**config.mk**
```make
export PLATFORM = sky130hd
export DESIGN_NAME = onchip_memory_arbiter
export DESIGN_NICKNAME = d
export VERILOG_FILES = /design/src/rtl/onchip_memory_arbiter.sv
export SDC_FILE = /design/constraint.sdc
export NUM_CORES = 1
export LEC_CHECK = 0
export ABC_AREA = 1
export BUFFER_PORTS_ARGS = -buffer_cell sky130_fd_sc_hd__buf_4
export CAP_MARGIN = 0
export CORE_AREA = 2 2 182 184
export DETAILED_ROUTE_END_ITERATION = 12
export DIE_AREA = 0 0 184 186
export HOLD_SLACK_MARGIN = 0.02
export PLACE_DENSITY = 0.44
export SYNTH_ARGS = -nofsm -noshare
export SYNTH_HDL_FRONTEND = slang
export SYNTH_SLANG_ARGS = --single-unit
```
**constraint.sdc**
```tcl
create_clock -name clk -period 2.6 [get_ports clk]
set_clock_uncertainty 0.05 [all_clocks]
set_input_delay 0.52 -clock clk [delete_from_list [all_inputs] [get_ports clk]]
set_output_delay 0.52 -clock clk [all_outputs]
set_load 0.1 [all_outputs]
```
**src/rtl/onchip_memory_arbiter.sv**
```systemverilog
// Round-robin burst arbiter sharing one port of the 16384x64 on-chip memory
// between two Avalon-MM-style burst masters; read data returns one cycle after address.
//
// state | meaning
// IDLE  | no burst owned; arbitrate between requesting masters
// RD    | issue one read beat per cycle for the granted master
// WR    | issue a write beat on each cycle the granted master holds write
module onchip_memory_arbiter #(
   parameter int ADDR_W  = 14,
   parameter int DATA_W  = 64,
   parameter int BE_W    = 8,
   parameter int BURST_W = 4
) (
   input  logic               clk,
   input  logic               reset_n,
   input  logic [ADDR_W-1:0]  m0_address,
   input  logic [BURST_W-1:0] m0_burstcount,
   input  logic               m0_read,
   input  logic               m0_write,
   input  logic [DATA_W-1:0]  m0_writedata,
   input  logic [BE_W-1:0]    m0_byteenable,
   output logic               m0_waitrequest,
   output logic [DATA_W-1:0]  m0_readdata,
   output logic               m0_readdatavalid,
   input  logic [ADDR_W-1:0]  m1_address,
   input  logic [BURST_W-1:0] m1_burstcount,
   input  logic               m1_read,
   input  logic               m1_write,
   input  logic [DATA_W-1:0]  m1_writedata,
   input  logic [BE_W-1:0]    m1_byteenable,
   output logic               m1_waitrequest,
   output logic [DATA_W-1:0]  m1_readdata,
   output logic               m1_readdatavalid,
   output logic [ADDR_W-1:0]  mem_address,
   output logic               mem_chipselect,
   output logic               mem_write,
   output logic [BE_W-1:0]    mem_byteenable,
   output logic [DATA_W-1:0]  mem_writedata,
   input  logic [DATA_W-1:0]  mem_readdata
);

   typedef enum logic [1:0] {IDLE, RD, WR} state_t;

   state_t             state_q, state_d;
   logic               grant_q, grant_d;
   logic               last_grant_q, last_grant_d;
   logic [ADDR_W-1:0]  base_q, base_d;
   logic [BURST_W-1:0] beat_q, beat_d;
   logic [BURST_W-1:0] total_q, total_d;
   logic [1:0]         rdv_q, rdv_d;

   logic               req0, req1, win, last_beat, cmd_ack;
   logic               sel_write;
   logic [DATA_W-1:0]  sel_wdata;
   logic [BE_W-1:0]    sel_be;
   logic [ADDR_W-1:0]  beat_addr;

   assign req0      = m0_read | m0_write;
   assign req1      = m1_read | m1_write;
   assign sel_write = grant_q ? m1_write : m0_write;
   assign sel_wdata = grant_q ? m1_writedata : m0_writedata;
   assign sel_be    = grant_q ? m1_byteenable : m0_byteenable;
   assign beat_addr = base_q + ADDR_W'(beat_q);
   assign last_beat = (beat_q == total_q - BURST_W'(1));

   // Reads are acknowledged only on their first beat; writes hold the handshake open per beat.
   assign cmd_ack = (state_q == RD && beat_q == '0) || (state_q == WR);

   assign m0_waitrequest   = !(cmd_ack && !grant_q);
   assign m1_waitrequest   = !(cmd_ack && grant_q);
   assign m0_readdata      = mem_readdata;
   assign m1_readdata      = mem_readdata;
   assign m0_readdatavalid = rdv_q[0];
   assign m1_readdatavalid = rdv_q[1];

   always_comb begin
      state_d        = state_q;
      grant_d        = grant_q;
      last_grant_d   = last_grant_q;
      base_d         = base_q;
      beat_d         = beat_q;
      total_d        = total_q;
      rdv_d          = '0;
      win            = 1'b0;
      mem_chipselect = 1'b0;
      mem_write      = 1'b0;
      mem_address    = '0;
      mem_byteenable = '0;
      mem_writedata  = '0;
      case (state_q)
         IDLE: begin
            if (req0 || req1) begin
               win          = (req0 && req1) ? ~last_grant_q : req1;
               grant_d      = win;
               last_grant_d = win;
               base_d       = win ? m1_address : m0_address;
               total_d      = win ? m1_burstcount : m0_burstcount;
               if (total_d == '0) total_d = BURST_W'(1);
               beat_d       = '0;
               state_d      = (win ? m1_write : m0_write) ? WR : RD;
            end
         end
         RD: begin
            mem_chipselect = 1'b1;
            mem_address    = beat_addr;
            mem_byteenable = '1;
            rdv_d[grant_q] = 1'b1;
            if (last_beat) begin
               beat_d  = '0;
               state_d = IDLE;
            end else begin
               beat_d = beat_q + BURST_W'(1);
            end
         end
         WR: begin
            if (sel_write) begin
               mem_chipselect = 1'b1;
               mem_write      = 1'b1;
               mem_address    = beat_addr;
               mem_byteenable = sel_be;
               mem_writedata  = sel_wdata;
               if (last_beat) begin
                  beat_d  = '0;
                  state_d = IDLE;
               end else begin
                  beat_d = beat_q + BURST_W'(1);
               end
            end
         end
         default: state_d = IDLE;
      endcase
   end

   always_ff @(posedge clk) begin
      if (!reset_n) begin
         state_q      <= IDLE;
         grant_q      <= 1'b0;
         last_grant_q <= 1'b1;
         base_q       <= '0;
         beat_q       <= '0;
         total_q      <= '0;
         rdv_q        <= '0;
      end else begin
         state_q      <= state_d;
         grant_q      <= grant_d;
         last_grant_q <= last_grant_d;
         base_q       <= base_d;
         beat_q       <= beat_d;
         total_q      <= total_d;
         rdv_q        <= rdv_d;
      end
   end

endmodule

```
Word-level counts from Yosys, hierarchy flattened
Index checks and enable logic that the tools add are counted.
{"block": "totals", "out_inout_bits": 220, "inputBits": 250, "ramBits": 0, "wordCells": 66, "regBits": 28, "memories": 0, "mem_bits_ro": 0, "latch_bits": 0}
{"block": "classes", "n_mul": 0, "eq_ne": 5, "n_shift": 0, "n_addsub": 3, "n_lt_le_gt_ge": 2, "n_div": 0, "bitwise_logic": 3, "mux": 28, "reduce_logical": 18}
{"cell": "2-to-1 mux 64 bit", "n": 3}
{"cell": "2-to-1 mux 14 bit", "n": 2}
{"cell": "one-hot mux 14 bit (2 select lines)", "n": 1}
{"cell": "2-to-1 mux 4 bit", "n": 5}
{"cell": "2-to-1 mux 8 bit", "n": 2}
{"cell": "one-hot mux 8 bit (2 select lines)", "n": 1}
{"cell": "adder 14 x 4 -> 14 bit", "n": 1}
{"cell": "one-hot mux 4 bit (3 select lines)", "n": 1}
{"cell": "logical NOT 4 bit", "n": 2}
{"cell": "2-to-1 mux 2 bit", "n": 4}
{"cell": "2-to-1 mux 1 bit", "n": 6}
{"cell": "one-hot mux 2 bit (3 select lines)", "n": 1}
{"cell": "AND reduction 2 bit", "n": 3}
{"cell": "logical AND 1 bit", "n": 5}
{"cell": "adder 4 x 1 -> 4 bit, second input constant", "n": 1}
{"cell": "== test 4 bit", "n": 1}
{"cell": "inequality test 2 bit, second input constant", "n": 2}
{"cell": "subtractor 4 x 1 -> 4 bit, second input constant", "n": 1}
{"cell": "logical NOT 1 bit", "n": 3}
{"cell": "AND reduction 3 bit", "n": 1}
{"cell": "nonzero test 3 bit", "n": 1}
{"cell": "== test 2 x 1 -> 1 bit, second input constant", "n": 1}
{"cell": "== test 2 bit, second input constant", "n": 1}
{"cell": "logical NOT 2 bit", "n": 1}
{"cell": "other kinds (7)", "n": 9}

Logic depth before layout (Yosys ltp)
{"block": "depth", "ltp_word": 7, "mapped_depth": 13, "ltp_nobuf": 13}

Worst setup path before layout
Ideal clock, no wire load.
{"block": "synth_path", "path_kind": "input port to output port", "from": "in m0_write", "to": "out mem_address[6]", "n_path_buf": 0, "path_slack_ns": -1.428, "stages": 6, "required_time_ns": 2.030, "arrival_ns": 3.458, "path_cell_list": "inv_1 -> nand2_1 -> o21ai_2 -> nor2_4 -> o21ai_2 -> nor3_1"}
{"block": "synth_between", "elab_chain_cells": 3}
{"item": "start, declared", "line": "19", "rtl": "input logic m0_write,"}
{"item": "2-to-1 mux 1 bit", "line": "60", "rtl": "assign sel_write = grant_q ? m1_write : m0_write;"}
{"item": "2-to-1 mux 14 bit", "line": "116", "rtl": "if (sel_write) begin"}
{"item": "one-hot mux 14 bit (2 select lines)", "line": "90", "rtl": "case (state_q)"}
{"item": "end, declared", "line": "34", "rtl": "output logic [ADDR_W-1:0] mem_address,"}
No other way between the ends.

Worst setup path after layout
{"block": "layout_path", "from": "reg base_q[0]", "to": "out mem_address[12]"}
{"block": "layout_between", "elab_chain_cells": 3}
{"item": "start, declared", "line": "47", "rtl": "logic [ADDR_W-1:0] base_q, base_d;"}
{"item": "start signal, assigned", "line": "147", "rtl": "base_q <= base_d;"}
{"item": "adder 14 x 4 -> 14 bit (*)", "line": "63", "rtl": "assign beat_addr = base_q + ADDR_W'(beat_q);"}
{"item": "2-to-1 mux 14 bit", "line": "116"}
{"item": "one-hot mux 14 bit (2 select lines) (*)", "line": "90"}
Mark *: on every way between the ends. The rest lies on a longest branch, timed or not.

==> out/qor.yml <==
outcome: "complete, but fails checks"
violations: "negative setup slack"
dr_wl_met2_mm: 9.98
rsz0062_at_grt: "yes"
cts_buffers: 3
root_buffer: "clkbuf_16"
synth.ff_latch_count: 28
layout.nets: 1106
cp-start-kind: "register"
grt_pass1_wl_mm: 28.4
slowest_delay_ns: 0.35
wl_per_cell_um: 16.1
wl_met1_mm: 7.96
multi_input_area_sq_um: 3200
num-fill-cells: 3558
dieHeight_um: 186
p_switching_uw: 3520
dpl_cell_area_sq_um: 6740
synth_cell_types: 30
path_clk_slew_ns: 0.08
yosys_most_used_dff: "dfxtp_1"
fin_cells: 1252
yosysSeqAreaShare_pct: 14.2
place.gp.congestion: 0.757
htree_levels: 1
fmax_ghz: 0.378
synth-async-reset-ratio_pct: 0
holdWs_ns: 0.457
ios: 470
cts_tree: "yes"
power_frac_comb_pct: 80.8
avgSynthCellArea_sq_um: 5.76
worst_setup_path_end_kind: "output port"
drcViolationCount: 0
grt_usage_pct: 10.9
die_area_sq_um: 34200
place_ws_ns: -0.00972
fin_crit_sh_pct: 102
setup_viol: 2
initial_core_util_pct: 12.3
grt_max_degree: 76
syn_inst: 686
syn2layout_area_growth_pct: 87.8
dp_hpwl_mm: 16.5
viasPerCell: 3.81
intPower_uw: 2160
cp_cell_sequence: "ha_4 > inv_2 > fa_2 > inv_2 > nand3_2 > nand2_2 > nand2_2 > nor2_2 > buf_6 > nand2_4 > o21ai_4 > nor2_4 > buf_12"
drt_first_iter_violations: 124
clk_latency_ns: 0.27
seq_area_sq_um: 569
period_needed_ns: 2.65
hold_class: "register to register"
path_class: "register to output port"
drive_above_1_share_pct: 53.8
p_clk_share_pct: 7.0
gr-total-overflow: 0
final_core_util_pct: 23.0
hold_buffers: 0
cap_violations: 0
wl_met3_mm: 2.01
fp.dieW_um: 184
diodes: 0
drtAntennaViolNets: 0
syn-cell-area_sq_um: 3950
top_layer_used: "met5"
hold_viol_final: 0
post-route-cell-area_sq_um: 7420
dpl.cell_count: 1241
switching_share_pct: 62.0
finalWorstSetupSlack_ns: -0.0484
critPathSlowestCell: "dfxtp_2"
num_vias: 4773
cp_max_fo: 5
rows: 66
cts.sinks: 28
p_per_area_nw_per_um2: 765
power_frac_seq_pct: 12.2
coreArea_sq_um: 32200
worst_pin_slew_ns: 0.548
yosysWarnings: 0
synth_edf_count: 0
grt_pass1_vias: 4699
crit_required_ns: 2.03
drv_slew: 0
max_slew_margin_pct: 63.4
io_buffers: 277
worst_ep_arrival_time_ns: 2.08
first_pass_iters: 4
ir_drop_mv: 0.284
synth_nets: 947
grt_antenna_before_repair: 0
clockBufferDepth: 2
wl_mm: 20.1
p_leak_uw: 0.00319
worst paths after layout:
check / from / to / cells past startpoint / slack (ns)
setup reg to reg: state_q[1]$_SDFFE_PN0P_ / total_q[0]$_SDFFE_PN0P_ / 8 / 0.67
hold reg to reg: base_q[11]$_SDFFE_PN0P_ / base_q[11]$_SDFFE_PN0P_ / 2 / 0.46
hold / removal: base_q[11]$_SDFFE_PN0P_ / base_q[11]$_SDFFE_PN0P_ / 2 / 0.46
setup / recovery: base_q[0]$_SDFFE_PN0P_ / mem_address[12] / 13 / -0.05
state kept, by name, indices dropped and copies added (netlist names):
register,cells
total_q,4
state_q,2
rdv_q,2
grant_q,1
beat_q,4
base_q,14
last_grant_q,1
synth_stat cells (2+ instances only):
| cell | number | area [sq um] |
|---|---|---|
| buf_1 | 5 | 18.8 |
| nand2_1 | 234 | 878 |
| a21oi_1 | 96 | 480 |
| o21ai_2 | 2 | 17.5 |
| a31oi_1 | 2 | 12.5 |
| o21ai_0 | 9 | 45.0 |
| o21ai_1 | 2 | 10.0 |
| xor2_1 | 2 | 17.5 |
| buf_2 | 15 | 75.1 |
| nor2_4 | 2 | 22.5 |
| clkbuf_1 | 11 | 41.3 |
| nor3_1 | 5 | 25.0 |
| dfxtp_1 | 28 | 561 |
| inv_2 | 5 | 18.8 |
| nor2_2 | 3 | 18.8 |
| inv_1 | 47 | 176 |
| a21oi_2 | 2 | 17.5 |
| buf_4 | 129 | 968 |
| nor2_1 | 24 | 90.1 |
| nand3_1 | 30 | 150 |
| ha_1 | 10 | 125 |
| o211ai_1 | 15 | 113 |
cell families after synthesis:
group,Yosys count,share of synthesized area (%)
compound gates,131,18.3
simple gates,301,30.5
buf+inv,213,33.0
fa+ha+maj,11,3.67
flops,28,14.2
xor+xnor,2,0.443
placed cells by master, fill, tap and decap left out, types with 2 or more instances in the layout:
cell type,synthesis,routed
buf_4,129,239
nand2_1,234,223
a21oi_4,0,77
buf_6,0,47
inv_1,47,44
nand3_1,30,29
dfxtp_1,28,23
a21oi_1,96,19
buf_12,0,17
nor2_1,24,16
o211ai_1,15,15
buf_8,0,11
nand2_2,1,10
nor2_4,2,9
ha_1,10,7
o21ai_4,0,6
inv_2,5,5
nor2_2,3,4
o21ai_0,9,4
dfxtp_2,0,4
nor3_1,5,3
clkbuf_16,0,3
o21ai_2,2,2
nand2_4,0,2
a21oi_2,2,2
nor3_4,0,2
xor2_1,2,2
ha_4,0,2
cell type report:
class,count,share of cell area (%)
Timing Repair Buffer,314,38.1
Inverter,53,3.02
Clock buffer,4,1.20
Sequential cell,28,7.67
Multi-Input combinational cell,445,43.1
Tap cell,408,6.88
layer usage:
| layer | track usage [%] | vias to the layer above |
|---|---|---|
| met1 | 12.4 | 2118 |
| met5 | 1.04 | - |
| met3 | 4.01 | 12 |
| met4 | 1.06 | 2 |
| met2 | 19.8 | 271 |
| li1 | - | 2370 |
power by group through the flow:
stage / Sequential [uW] / Combinational [uW] / Clock, uW
after global placement: 686 / 4380 / 0
final: 691 / 4590 / 399
after global routing: 713 / 4910 / 426
after floorplan: 694 / 4130 / 0
after detailed placement: 686 / 4390 / 0
after CTS: 689 / 4490 / 410
repair_timing:
action,in CTS,in global routing
resized for setup,41,97
buffers inserted,4,3
pin swaps,8,9
cloned,0,0
setup endpoints to repair,17,37
per-stage QoR:
step / setup TNS [ns] / total power, uW
after global placement: 0 / 5060
after global routing: -0.616 / 6050
after floorplan: -16.48 / 4820
final: -0.0797 / 5680
after CTS: -0.128 / 5590
after detailed placement: -0.0122 / 5080
critical path: cells and delay by family (launching register included):
kind	cells	cell delay [ns]
buffers and inverters	4	0.40
flip-flops	1	0.35
adder cells (fa/ha/maj)	2	0.46
AO/OA/AOI/OAI	1	0.17
AND/OR/NAND/NOR	6	0.42
No activity file was read; power rests on OpenSTA's default activity.
